### src/rtl/reg_alu_array.sv
`default_nettype none
// ============================================================================
//  Module      : reg_alu_array
//  Description : NREGS x WIDTH register-file ALU with load/add/sub/logic ops
//                and a multi-cycle shift-add multiplier behind START/BUSY/DONE.
//  Revision    : 1.0 - initial release
// ============================================================================
module reg_alu_array #(
    parameter int WIDTH = 8,
    parameter int NREGS = 4
) (
    input  logic                       CLK,
    input  logic                       RST,
    input  logic                       START,
    input  logic [2:0]                 OP,
    input  logic [$clog2(NREGS)-1:0]   ADDR,
    input  logic [$clog2(NREGS)-1:0]   SRC,
    input  logic [WIDTH-1:0]           DATA,
    input  logic [$clog2(NREGS)-1:0]   RADDR,
    output logic [WIDTH-1:0]           RDATA,
    output logic [WIDTH-1:0]           RESULT,
    output logic [WIDTH-1:0]           RESULT_HI,
    output logic                       CARRY,
    output logic                       ZERO,
    output logic                       BUSY,
    output logic                       DONE
);

    localparam int ADDR_W  = $clog2(NREGS);
    localparam int c_CNT_W = $clog2(WIDTH);

    localparam logic [2:0] c_OP_NOP  = 3'b000;
    localparam logic [2:0] c_OP_LOAD = 3'b001;
    localparam logic [2:0] c_OP_ADD  = 3'b010;
    localparam logic [2:0] c_OP_SUB  = 3'b011;
    localparam logic [2:0] c_OP_AND  = 3'b100;
    localparam logic [2:0] c_OP_OR   = 3'b101;
    localparam logic [2:0] c_OP_XOR  = 3'b110;
    localparam logic [2:0] c_OP_MUL  = 3'b111;

    typedef enum logic [1:0] {
        ST_IDLE    = 2'd0,
        ST_MUL_RUN = 2'd1,
        ST_MUL_FIN = 2'd2
    } state_t;

    state_t               r_state;
    logic [WIDTH-1:0]     r_regs [NREGS];
    logic [ADDR_W-1:0]    r_mul_addr;
    logic [2*WIDTH-1:0]   r_mcand;
    logic [2*WIDTH-1:0]   r_acc;
    logic [WIDTH-1:0]     r_mplier;
    logic [c_CNT_W-1:0]   r_cnt;

    logic [WIDTH-1:0]     w_opa;
    logic [WIDTH-1:0]     w_opb;
    logic [WIDTH:0]       w_sum;
    logic [WIDTH:0]       w_diff;
    logic [WIDTH-1:0]     w_alu_res;
    logic                 w_alu_c;
    logic                 w_accept;
    logic                 w_wr_en;
    logic [ADDR_W-1:0]    w_wr_addr;
    logic [WIDTH-1:0]     w_wr_data;
    logic [WIDTH-1:0]     w_rd_next;

    // Operands are read from the current bank, so A==S sees pre-write values.
    assign w_opa    = r_regs[ADDR];
    assign w_opb    = r_regs[SRC];
    assign w_sum    = {1'b0, w_opa} + {1'b0, w_opb};
    assign w_diff   = {1'b0, w_opa} - {1'b0, w_opb};
    assign w_accept = (r_state == ST_IDLE) && START;

    always_comb begin
        w_alu_res = '0;
        w_alu_c   = 1'b0;
        case (OP)
            c_OP_LOAD: w_alu_res = DATA;
            c_OP_ADD: begin
                w_alu_res = w_sum[WIDTH-1:0];
                w_alu_c   = w_sum[WIDTH];
            end
            c_OP_SUB: begin
                w_alu_res = w_diff[WIDTH-1:0];
                w_alu_c   = w_diff[WIDTH];
            end
            c_OP_AND: w_alu_res = w_opa & w_opb;
            c_OP_OR:  w_alu_res = w_opa | w_opb;
            c_OP_XOR: w_alu_res = w_opa ^ w_opb;
            default: begin
                w_alu_res = '0;
                w_alu_c   = 1'b0;
            end
        endcase
    end

    always_comb begin
        w_wr_en   = 1'b0;
        w_wr_addr = '0;
        w_wr_data = '0;
        if (w_accept && (OP != c_OP_NOP) && (OP != c_OP_MUL)) begin
            w_wr_en   = 1'b1;
            w_wr_addr = ADDR;
            w_wr_data = w_alu_res;
        end else if (r_state == ST_MUL_FIN) begin
            w_wr_en   = 1'b1;
            w_wr_addr = r_mul_addr;
            w_wr_data = r_acc[WIDTH-1:0];
        end
    end

    // Read port is write-first: it shows this edge's write to the same index.
    assign w_rd_next = (w_wr_en && (w_wr_addr == RADDR)) ? w_wr_data : r_regs[RADDR];

    always_ff @(negedge CLK or posedge RST) begin
        if (RST) begin
            for (int i = 0; i < NREGS; i++) begin
                r_regs[i] <= '0;
            end
            r_state    <= ST_IDLE;
            r_mul_addr <= '0;
            r_mcand    <= '0;
            r_acc      <= '0;
            r_mplier   <= '0;
            r_cnt      <= '0;
            RDATA      <= '0;
            RESULT     <= '0;
            RESULT_HI  <= '0;
            CARRY      <= 1'b0;
            ZERO       <= 1'b0;
            BUSY       <= 1'b0;
            DONE       <= 1'b0;
        end else begin
            DONE  <= 1'b0;
            RDATA <= w_rd_next;
            if (w_wr_en) begin
                r_regs[w_wr_addr] <= w_wr_data;
            end
            case (r_state)
                ST_IDLE: begin
                    if (START) begin
                        if (OP == c_OP_MUL) begin
                            r_mul_addr <= ADDR;
                            r_mcand    <= {{WIDTH{1'b0}}, w_opa};
                            r_mplier   <= w_opb;
                            r_acc      <= '0;
                            r_cnt      <= '0;
                            BUSY       <= 1'b1;
                            r_state    <= ST_MUL_RUN;
                        end else begin
                            DONE <= 1'b1;
                            if (OP != c_OP_NOP) begin
                                RESULT    <= w_alu_res;
                                RESULT_HI <= '0;
                                CARRY     <= w_alu_c;
                                ZERO      <= (w_alu_res == '0);
                            end
                        end
                    end
                end
                ST_MUL_RUN: begin
                    if (r_mplier[0]) begin
                        r_acc <= r_acc + r_mcand;
                    end
                    r_mcand  <= r_mcand << 1;
                    r_mplier <= r_mplier >> 1;
                    r_cnt    <= r_cnt + 1'b1;
                    if (r_cnt == c_CNT_W'(WIDTH - 1)) begin
                        r_state <= ST_MUL_FIN;
                    end
                end
                ST_MUL_FIN: begin
                    RESULT    <= r_acc[WIDTH-1:0];
                    RESULT_HI <= r_acc[2*WIDTH-1:WIDTH];
                    CARRY     <= |r_acc[2*WIDTH-1:WIDTH];
                    ZERO      <= (r_acc == '0);
                    BUSY      <= 1'b0;
                    DONE      <= 1'b1;
                    r_state   <= ST_IDLE;
                end
                default: begin
                    r_state <= ST_IDLE;
                end
            endcase
        end
    end

endmodule
`default_nettype wire

### config.mk
export PLATFORM = sky130hd
export DESIGN_NAME = reg_alu_array
export DESIGN_NICKNAME = d
export VERILOG_FILES = /design/src/rtl/reg_alu_array.sv
export SDC_FILE = /design/constraint.sdc
export NUM_CORES = 1
export LEC_CHECK = 0
export ABC_AREA = 0
export BUFFER_PORTS_ARGS = -buffer_cell sky130_fd_sc_hd__buf_4
export CELL_PAD_IN_SITES_DETAIL_PLACEMENT = 1
export CELL_PAD_IN_SITES_GLOBAL_PLACEMENT = 1
export CORE_MARGIN = 3
export CORE_UTILIZATION = 40
export CTS_CLUSTER_DIAMETER = 100
export DETAILED_ROUTE_END_ITERATION = 8
export PLACE_DENSITY_LB_ADDON = 0.1
export SLEW_MARGIN = 20
export SYNTH_ARGS = -nofsm -noshare
export SYNTH_HDL_FRONTEND = slang
export SYNTH_SLANG_ARGS = --single-unit
### constraint.sdc
create_clock -name CLK -period 3.9 [get_ports CLK]
set_input_delay 0.195 -clock CLK [delete_from_list [all_inputs] [get_ports CLK]]
set_output_delay 0.195 -clock CLK [all_outputs]
set_load 0.03 [all_outputs]
==> results of run 1 <==
[cell type report]
class | instances | share of cell area
Inverter | 29 | 0.0123
Clock buffer | 11 | 0.0265
Timing Repair Buffer | 164 | 0.149
Sequential cell | 107 | 0.292
Clock inverter | 5 | 0.00669
Tap cell | 220 | 0.0301
Multi-Input combinational cell | 524 | 0.483
[per-layer routing]
layer	up-vias	routed length [um]	global-route usage
met2	134	11600	0.414
met5	-	0	0
met1	3198	11600	0.375
met4	0	369	0.0659
li1	2836	-	-
met3	25	889	0.0351
[how the worst max path moves through the flow]
stage          startpoint    endpoint  slack (ns)  cells past startpoint
2_1_floorplan      SRC[0]   r_regs[4]       -0.84                     11
3_3_place_gp       SRC[0]    RDATA[2]       -1.09                     11
3_5_place_dp       SRC[0]    RDATA[4]       -1.18                     11
4_1_cts           ADDR[0]    RDATA[4]       -0.63                     11
5_1_grt           ADDR[0]  r_regs[22]       -0.78                     14
6_report          ADDR[0]  r_regs[22]       -0.70                     14
[worst reg2reg max path, cell delays in order (launching register included)]
cell	delay (ns)
dfrtn_1	0.41
mux4_2	0.56
buf_6	0.16
fa_2	0.39
a21o_1	0.18
a21o_1	0.17
buf_4	0.16
a31oi_2	0.19
o41ai_2	0.09
nor2_2	0.20
o21ai_4	0.12
mux2_2	0.28
[cells by family after synthesis]
logic type      Yosys count
compound gates          200
xor+xnor                 14
fa+ha+maj                44
buf+inv                  65
flops                   107
mux                      64
simple gates            202
[metrics by stage]
step / cells / area [um^2]
final: 1060 / 9160
after global routing: 1060 / 9160
after CTS: 1053 / 8950
after detailed placement: 1026 / 8340
after global placement: 1026 / 8340
after floorplan: 696 / 7100
[timing repair]
action | 4_1_cts | 5_1_grt
gates resized for setup | 54 | 32
pin swaps | 29 | 14
buffers inserted | 11 | 7
endpoints found under the setup margin | 50 | 50
[flip-flops by register name, indices dropped and copies added, names as in the netlist]
signal	flops
r_state	2
r_mplier	8
RESULT_HI	8
CARRY	1
BUSY	1
RESULT	8
r_mcand	16
ZERO	1
r_acc	16
RDATA	8
r_cnt	3
DONE	1
r_mul_addr	2
r_regs	32
[report_power, final]
group	internal [mW]	switching (mW)	total (mW)
logic	1.87	2.06	3.93
registers	1.55	0.434	1.98
clock network	0.521	0.462	0.983
total	3.93	2.96	6.89
[layout by cell type (no fill, tap or decap), types with 18 or more instances in the layout]
master   instances
nand2_1         80
a21oi_1         24
dfrtn_1        107
ha_1            30
o21ai_0         58
buf_4          148
nor2_1          33
mux2_2          23
mux4_2          24
nand3_1         18
==> metrics.md, run 1 <==
| Metric | Value |
|---|---|
| Count leader, synth | `dfrtn_1` |
| Clock Skew | `~0.012 ns` |
| Slowest cell on crit path | `mux4_2` |
| Finished Core Util | `0.546` |
| Post-Synth Simple-Gate Area | `0.141` |
| Antenna diode count | `0` |
| Crit path DAT | `2.87 ns` |
| Max H-tree Level | `3` |
| Crit. End Element | `register` |
| Aggregate global-route resource usage | `0.260` |
| WL final | `~24000 um` |
| Crit path kind | `in -> reg` |
| Die extent in y | `138 um` |
| Unrepaired setup endpoints after global routing | `true` |
| Vias per cell | `just under 6` |
| Proportion of layout cells with a drive suffix above 1 | `0.389` |
| Final worst slack | `-0.704 ns` |
| Xor/xnor share of the synthesized area | `0.0177` |
| Synth Register Bits | `107` |
| Gpl congestion | `0.861` |
| CP max stage delay | `about 0.6 ns` |
| Initial DRC Count | `around 380` |
| Total CTS buffers | `9` |
| Syn Inst Count | `696` |
| Clk_lat worst skew | `~0.37 ns` |
| Final setup TNS | `-22.75 ns` |
| Vias | `between 6000 and 7000` |
| Layout fillers | `around 1900` |
| Crit-path leading delay family | `multiplexers` |
| Starting Density | `0.414` |
| Cell accounting for the most synthesized area | `dfrtn_1` |
| Worst Tran Pin Value | `between 0.9 and 1 ns` |
| Slew Limit Fails | `0` |
| Syn_nets | `760` |
| Wire per inst | `between 20 and 25 um` |
| Pwr per Cell Area | `between 700 and 800 nW/um^2` |
| Crit-path max FO | `5` |
| Hold Path Depth | `1` |
| Mux cell area share after synthesis | `0.143` |
| Top cells by area, synth | `dfrtn_1 39%, mux4_2 7.8%, ha_1 7.4%` |
| CP Launch Type | `input pin` |
| Die area | `around 19000 um^2` |
| Die X | `approximately 140 um` |
| Yosys warns | `0` |
| CP Buf/Inv Count | `5` |
| Hold path start | `r_acc[15]` |
| Sequential cell area | `about 2700 um^2` |
| GR Overflow Total | `0` |
| R2r worst-path depth | `11` |
| Synth-to-Final Area Change | `31.9%` |
| Longest Clk Path Bufs | `2` |
| Max-Cap Viols | `0` |
| Avg Cell Area, Syn | `9.98 um^2` |
| Top Ports | `48` |
| # setup viols final | `49` |
| Leak | `4.17 nW` |
| Worst path cell trace | `buf_12 > buf_12 > mux4_2 > inv_2 > ha_4 > buf_6 > nand2b_4 > buf_6 > a21o_1 > nor3_2 > a311o_1 > nor2_2 > o21ai_4 > mux2_2` |
| Post-DRT Antenna Nets | `0` |
| Core area | `approximately 17000 um^2` |
| Post-synth top area share | `0.386` |
| Pwr Total | `about 7 mW` |
| Root buf cell | `clkbuf_16` |
| Status | `finished, violations left` |
| CP required | `about 2.2 ns` |
| Slew HR | `0.368` |
| Ys async rst share | `1.00` |
| Multi-input gate area | `approximately 4400 um^2` |
| Post-Synth Adder-Cell Area | `0.0825` |
| Mapped Area | `approximately 7000 um^2` |
| Pre-CTS setup slack | `-1.18 ns` |
| Initial antenna violation count | `0` |
| Worst Hold End | `r_acc[15]` |
| Pre-antenna DRT Iters | `6` |
| Largest net degree at the start of global routing | `between 100 and 150` |
| First-pass GRT wire length | `roughly 37000 um` |
| Worst reg2reg setup slack | `0.83 ns` |
| DPL Wire Length | `between 15000 and 20000 um` |
| Hold slack | `~0.44 ns` |
| Rows | `47` |
| Post-layout nets | `~900` |
| Post-route DRC | `0` |
| Hold buffers post-CTS | `0` |
| Main synth FF type | `dfrtn_1` |
| EDFF count, synth | `0` |
| Maximum vdd drop | `a little under 400 uV` |
| Failing checks | `setup timing` |
| Synth unique cells | `74` |
| Final Hold Vio Count | `0` |
| Part of the Yosys area used for sequential elements | `0.386` |
| Top cells by count, synth | `107 x dfrtn_1, 82 x nand2_1, 65 x o21ai_0` |
| Worst-path clk slew | `about 0.060 ns` |
| CTS Sinks | `about 110` |
| Compound-Gate Fraction of Synth Area | `0.191` |
| Vias in the first global route | `between 6000 and 7000` |
| RR Endpoint | `r_regs[22]` |
| Hold/Removal Path Class | `reg -> reg` |
| Reg-to-reg startpoint | `r_regs[25]` |
| Port Buf Inserts | `47` |
| Largest family of logic cells by synthesized area | `compound AO/OA/AOI/OAI gates` |
| CTS tree | `built` |
No activity file was read; power rests on OpenSTA's default activity.
==> run 2, diff against run 1 <==
--- a/config.mk
+++ b/config.mk
@@ -13,6 +13,7 @@
 export CORE_UTILIZATION = 40
 export CTS_CLUSTER_DIAMETER = 100
 export DETAILED_ROUTE_END_ITERATION = 8
+export GPL_TIMING_DRIVEN = 0
 export PLACE_DENSITY_LB_ADDON = 0.1
 export SLEW_MARGIN = 20
 export SYNTH_ARGS = -nofsm -noshare
==> run 2 against run 1 <==
Compared with the run above:
- the run still ends with setup timing left
- sequential cell count stayed put
- worst setup slack worse by 0.093 ns
- critical path depth is 3 lower
- hold slack worse by 0.0083 ns
- sequential share of layout area is 0.15 points lower
- routed wire length is 3.6% higher
- cell count is 2.2% lower
- count of clock-buffer cells in the layout is 2 lower
- critical endpoint is now RDATA[4]
- largest power group unchanged
==> metrics.md, run 2 (same netlist as run 1, synthesis figures left out) <==
| Metric | Value |
|---|---|
| Post-DRT Antenna Nets | `0 (unchanged)` |
| CP Launch Type | `input pin` |
| Switching share of power | `0.446 (+0.0163)` |
| Maximum vdd drop | `331 uV (-15%)` |
| Hold buffers post-CTS | `0 (unchanged)` |
| Largest net degree at the start of global routing | `32 (-70%)` |
| Root buf cell | `clkbuf_16` |
| Initial antenna violation count | `0 (unchanged)` |
| Crit. End Element | `register` |
| Die extent in y | `138 um (unchanged)` |
| CP max stage delay | `0.59 ns (about the same)` |
| Vias in the first global route | `6429 (+0.37%)` |
| Crit path DAT | `2.95 ns (+0.08 ns)` |
| Clock Skew | `0.00664 ns (-0.00554 ns)` |
| Unrepaired setup endpoints after global routing | `true` |
| Wire per inst | `24.4 um (+5.9%)` |
| GR Overflow Total | `0 (unchanged)` |
| Pwr per Cell Area | `768 nW/um^2 (+2.0%)` |
| CTS tree | `built` |
| WL final | `25300 um (+3.6%)` |
| Synth-to-Final Area Change | `32.6%` |
| Status | `finished, violations left` |
| First-pass GRT wire length | `37300 um (-0.33%)` |
| Total CTS buffers | `9 (unchanged)` |
| Antenna diode count | `0 (unchanged)` |
| Final Hold Vio Count | `0 (unchanged)` |
| Most used cell, CP | `a21o_1` |
| Post-layout nets | `877 (-2.4%)` |
| Longest Clk Path Bufs | `2 (unchanged)` |
| Hold/Removal Path Class | `reg -> reg` |
| Core area | `16800 um^2 (unchanged)` |
| Most common cell after layout, fill and taps aside | `dfrtn_1` |
| Top Registers | `r_regs (32), r_acc (16), r_mcand (16)` |
| Max-Cap Viols | `0 (unchanged)` |
| Slew Limit Fails | `0 (unchanged)` |
| Final setup TNS | `-26.78 ns (-4.03 ns)` |
| Vias | `6255 (+1.0%)` |
| Crit-path leading delay family | `multiplexers` |
| Slew HR | `0.456 (+0.0879)` |
| DPL Wire Length | `16900 um (-4.9%)` |
| Rows | `47 (unchanged)` |
| Combinational power share | `0.596 (+0.026)` |
| Pwr Total | `7.07 mW (+2.5%)` |
| Die area | `19000 um^2 (unchanged)` |
| Final worst slack | `-0.797 ns (-0.0929 ns)` |
| Crit path kind | `in -> reg` |
| CP required | `2.15 ns (about the same)` |
| Most flop-heavy register | `r_regs` |
| Pre-antenna DRT Iters | `4 (-2)` |
| Vias per cell | `6.03 (+3.2%)` |
| Hold slack | `0.431 ns (-0.00834 ns)` |
| Pre-CTS setup slack | `-1.61 ns (-0.428 ns)` |
| Finished Core Util | `0.549 (+0.00291)` |
| Starting Density | `0.414 (unchanged)` |
| Int Power | `3.92 mW (-0.39%)` |
| Worst path cell trace | `buf_12 > mux4_2 > ha_4 > fa_2 > a21o_1 > a21o_1 > mux2i_1 > o22ai_1 > a32o_2 > a22o_4 > mux2_4` |
| Worst-path clk slew | `0.05 ns (about the same)` |
| Initial DRC Count | `543 (+42%)` |
| Proportion of layout cells with a drive suffix above 1 | `0.375 (-0.0147)` |
| Port Buf Inserts | `42 (-11%)` |
| Max FFs per register | `32 (unchanged)` |
| Most frequent cells in the layout | `107 x dfrtn_1, 89 x buf_4, 77 x nand2_1, 59 x o21ai_0, 33 x nor2_1` |
| CP Buf/Inv Count | `1 (-4)` |
| Clk_lat worst skew | `0.36 ns (about the same)` |
| # setup viols final | `44 (-10%)` |
| Share of total power in the clock network | `0.126 (-0.017)` |
| Max H-tree Level | `3 (unchanged)` |
| Worst Tran Pin Value | `0.816 ns (-0.132 ns)` |
| Net switching power figure | `3.15 mW (+6.4%)` |
| Top Ports | `48 (unchanged)` |
| Post-route DRC | `0 (unchanged)` |
| Crit-path max FO | `6 (+1)` |
| Gpl congestion | `0.895 (+4.0%)` |
| Leak | `4.05 nW (-2.9%)` |
| Slowest cell on crit path | `mux4_2` |
| Seq pwr share | `0.278 (-0.009)` |
| Aggregate global-route resource usage | `0.259 (-0.000379)` |
| CTS Sinks | `107 (unchanged)` |
| Failing checks | `setup timing` |
| Die X | `138 um (unchanged)` |
[run 2: final timing paths]
path	from	end	slack, ns	cells past startpoint
setup reg to reg	r_regs[0]	RDATA[4]	0.71	10
min in group asynchronous	RST	r_mcand[12]	1.79	2
hold reg to reg	RESULT[1]	RESULT[1]	0.43	1
hold / removal	RESULT[1]	RESULT[1]	0.43	1
setup / recovery	SRC[0]	RDATA[4]	-0.80	11
max in group asynchronous	RST	RESULT[3]	1.46	3
[run 2: through the flow]
| stage | std cells | instance area (um^2) |
|---|---|---|
| after global placement | 958 | 7690 |
| after floorplan | 696 | 7100 |
| after detailed placement | 961 | 7750 |
| after global routing | 1037 | 9210 |
| after CTS | 1021 | 8830 |
| final | 1037 | 9210 |
[run 2: final cells by class]
type                    instances  area (um^2)
fillers                      1831         7550
plain buffers                  33          225
clock inverters                 6         50.0
flip-flops and latches        107         2680
repair buffers                108          930
clock buffers                   9          225
inverters                      29          126
multi-input cells             525         4700
well taps                     220          275
[run 2: power groups by stage]
stage	logic, mW	registers [mW]	clock network [mW]
after floorplan	1.95	1.99	0
after CTS	3.70	1.94	0.903
after detailed placement	2.98	1.94	0
after global routing	4.49	2.01	0.955
after global placement	2.88	1.91	0
final	4.21	1.97	0.891
[run 2: repair_timing]
| item | 4_1_cts | 5_1_grt |
|---|---|---|
| resized for setup | 93 | 54 |
| cloned | 1 | 0 |
| pin swaps | 40 | 40 |
| setup endpoints to repair | 69 | 51 |
| buffers inserted | 45 | 23 |
| hold endpoints to repair | 0 | 0 |
[run 2: routing by layer]
layer	track usage	vias up	share of wire	routed length, um
met4	0.0829	0	0.024	616
met1	0.361	3257	0.44	11100
li1	-	2799	-	-
met2	0.419	163	0.49	12400
met5	0	-	0	0
met3	0.0358	36	0.048	1220
==> run 3, diff against run 2 <==
--- a/config.mk
+++ b/config.mk
@@ -5,15 +5,15 @@
 export SDC_FILE = /design/constraint.sdc
 export NUM_CORES = 1
 export LEC_CHECK = 0
-export ABC_AREA = 0
 export BUFFER_PORTS_ARGS = -buffer_cell sky130_fd_sc_hd__buf_4
 export CELL_PAD_IN_SITES_DETAIL_PLACEMENT = 1
 export CELL_PAD_IN_SITES_GLOBAL_PLACEMENT = 1
-export CORE_MARGIN = 3
+export CORE_MARGIN = 5
 export CORE_UTILIZATION = 40
 export CTS_CLUSTER_DIAMETER = 100
 export DETAILED_ROUTE_END_ITERATION = 8
 export GPL_TIMING_DRIVEN = 0
+export MAX_ROUTING_LAYER = met4
 export PLACE_DENSITY_LB_ADDON = 0.1
 export SLEW_MARGIN = 20
 export SYNTH_ARGS = -nofsm -noshare
==> run 3 against run 2 <==
Compared with the run above:
- the flow still finishes with violations (setup timing)
- utilization decreased by 2.6 points
- count of clock-buffer cells in the layout increased by 1
- clock skew about the same
- power decreased by 6.7%
- sequential share of layout area increased by 0.71 points
- largest cell class unchanged
- clock power about the same
- worst setup slack improved by 0.068 ns
- first-iteration DRC count decreased by 29%
- critical path depth unchanged
- register-to-register slack improved by 0.06 ns
==> metrics.md, run 3 (same netlist as run 1, synthesis figures left out) <==
| Metric | Value |
|---|---|
| Port Buf Inserts | `42 (unchanged)` |
| Proportion of layout cells with a drive suffix above 1 | `0.363 (-0.0114)` |
| Crit path kind | `in -> reg` |
| Vias per cell | `6.05 (+0.29%)` |
| Max-Cap Viols | `0 (unchanged)` |
| Slew Limit Fails | `0 (unchanged)` |
| Crit-path max FO | `6 (unchanged)` |
| Rows | `48 (+2.1%)` |
| CP required | `2.15 ns (about the same)` |
| Slew HR | `0.438 (-0.0182)` |
| DPL Wire Length | `17500 um (+3.4%)` |
| Pre-antenna DRT Iters | `5 (+1)` |
| Aggregate global-route resource usage | `0.247 (-0.0119)` |
| Net switching power figure | `2.94 mW (-6.7%)` |
| Vias in the first global route | `6397 (-0.50%)` |
| Pwr per Cell Area | `734 nW/um^2 (-4.4%)` |
| Share of total power in the clock network | `0.135 (+0.009)` |
| Total CTS buffers | `9 (unchanged)` |
| # setup viols final | `44 (unchanged)` |
| Most common cell after layout, fill and taps aside | `dfrtn_1` |
| Max FFs per register | `32 (unchanged)` |
| Post-DRT Antenna Nets | `0 (unchanged)` |
| Seq pwr share | `0.298 (+0.020)` |
| R2r worst-path depth | `10 (unchanged)` |
| Failing checks | `setup timing` |
| Vias | `6225 (-0.48%)` |
| Maximum vdd drop | `328 uV (-0.87%)` |
| Most flop-heavy register | `r_regs` |
| Hold slack | `0.428 ns (-0.00241 ns)` |
| Fin cells | `1029 (-0.77%)` |
| First-pass GRT wire length | `37200 um (-0.20%)` |
| Gpl congestion | `0.910 (+1.6%)` |
| CTS tree | `built` |
| Status | `finished, violations left` |
| Pre-CTS setup slack | `-1.80 ns (-0.190 ns)` |
| Hold/Removal Path Class | `reg -> reg` |
| CP Launch Type | `input pin` |
| Placed Instances | `967 (+0.62%)` |
| Switching share of power | `0.445 (about the same)` |
| Worst-path clk slew | `0.05 ns (about the same)` |
| Most frequent cells in the layout | `107 x dfrtn_1, 83 x buf_4, 80 x nand2_1, 59 x o21ai_0, 33 x nor2_1` |
| Largest net degree at the start of global routing | `30 (-6.3%)` |
| Synth-to-Final Area Change | `29.4%` |
| Clk_lat worst skew | `0.36 ns (about the same)` |
| Wire per inst | `23.8 um (-2.1%)` |
| Post-route DRC | `0 (unchanged)` |
| Max H-tree Level | `3 (unchanged)` |
| Longest Clk Path Bufs | `2 (unchanged)` |
| Starting Density | `0.404 (-0.0101)` |
| Hold buffers post-CTS | `0 (unchanged)` |
| Crit. End Element | `register` |
| CTS Sinks | `107 (unchanged)` |
| Initial antenna violation count | `0 (unchanged)` |
| WL final | `24500 um (-2.8%)` |
| Worst Tran Pin Value | `0.843 ns (+0.0273 ns)` |
| Combinational power share | `0.568 (-0.028)` |
| Hold Path Depth | `1 (unchanged)` |
| Crit path DAT | `2.88 ns (-0.07 ns)` |
| Post-layout nets | `863 (-1.6%)` |
| Core area | `17200 um^2 (+2.5%)` |
| Worst reg2reg setup slack | `0.77 ns (+0.06 ns)` |
| Root buf cell | `clkbuf_16` |
| Post-DP Area | `7780 um^2 (+0.44%)` |
| Int Power | `3.66 mW (-6.6%)` |
| Die extent in y | `142 um (+2.9%)` |
| Antenna diode count | `0 (unchanged)` |
| Final setup TNS | `-23.23 ns (+3.55 ns)` |
| Die X | `142 um (+2.9%)` |
| Die area | `20100 um^2 (+5.9%)` |
| Final worst slack | `-0.729 ns (+0.0675 ns)` |
| Clock Skew | `0.00684 ns (+0.000201 ns)` |
| Final Hold Vio Count | `0 (unchanged)` |
| GR Overflow Total | `0 (unchanged)` |
| Top Registers | `r_regs (32), r_acc (16), r_mcand (16)` |
| Top Ports | `48 (unchanged)` |
| Leak | `3.95 nW (-2.5%)` |
| Unrepaired setup endpoints after global routing | `true` |
| Initial DRC Count | `384 (-29%)` |
| Fin area | `8990 um^2 (-2.4%)` |
-- run 3: area by class of cell --
cell class	instances	area (um^2)
inverters	29	123
fillers	1942	8190
repair buffers	95	813
clock inverters	6	47.5
well taps	225	282
flip-flops and latches	107	2680
multi-input cells	525	4600
clock buffers	10	229
plain buffers	32	214
-- run 3: through the flow --
stage	total power, mW	util
4_1_cts	6.29	0.501
2_1_floorplan	3.94	-
3_5_place_dp	4.93	0.453
6_report	6.60	0.523
5_1_grt	7.01	0.523
3_3_place_gp	4.79	0.448
-- run 3: routing by layer --
layer  up-vias  wire (um)  GRT usage
met3        46       1110     0.0303
li1       2779          -          -
met2       175      11700      0.392
met5         -          0          -
met1      3225      11100      0.338
met4         0        608     0.0682
-- run 3: repair_timing --
item,4_1_cts,5_1_grt
gates cloned,0,2
pin swaps,27,34
gates resized for setup,65,59
buffers inserted,32,18
setup endpoints to repair,72,52
-- run 3: worst max-delay path, cell delays in order --
cell and delay, ns:
buf_12 0.08, mux4_2 0.58, ha_4 0.21, fa_2 0.36, a21o_1 0.20, a21o_1 0.21
mux2i_1 0.14, o22ai_1 0.09, a32o_2 0.26, a22o_4 0.27, mux2_2 0.28
-- run 3: path summary, 6_finish.rpt --
path,endpoint,from
setup / recovery,RDATA[4],SRC[0]
hold / removal,RESULT[2],RESULT[2]
setup reg to reg,RDATA[4],r_regs[0]
hold reg to reg,RESULT[2],RESULT[2]
max in group asynchronous,RDATA[5],RST
min in group asynchronous,r_mcand[12],RST
-- run 3: power groups by stage --
stage / Combinational [mW] / Clock, mW / Sequential [mW]
after detailed placement: 2.97 / 0 / 1.96
after floorplan: 1.95 / 0 / 1.99
after global routing: 4.03 / 0.972 / 2.01
after CTS: 3.43 / 0.910 / 1.95
final: 3.74 / 0.890 / 1.96
after global placement: 2.88 / 0 / 1.91
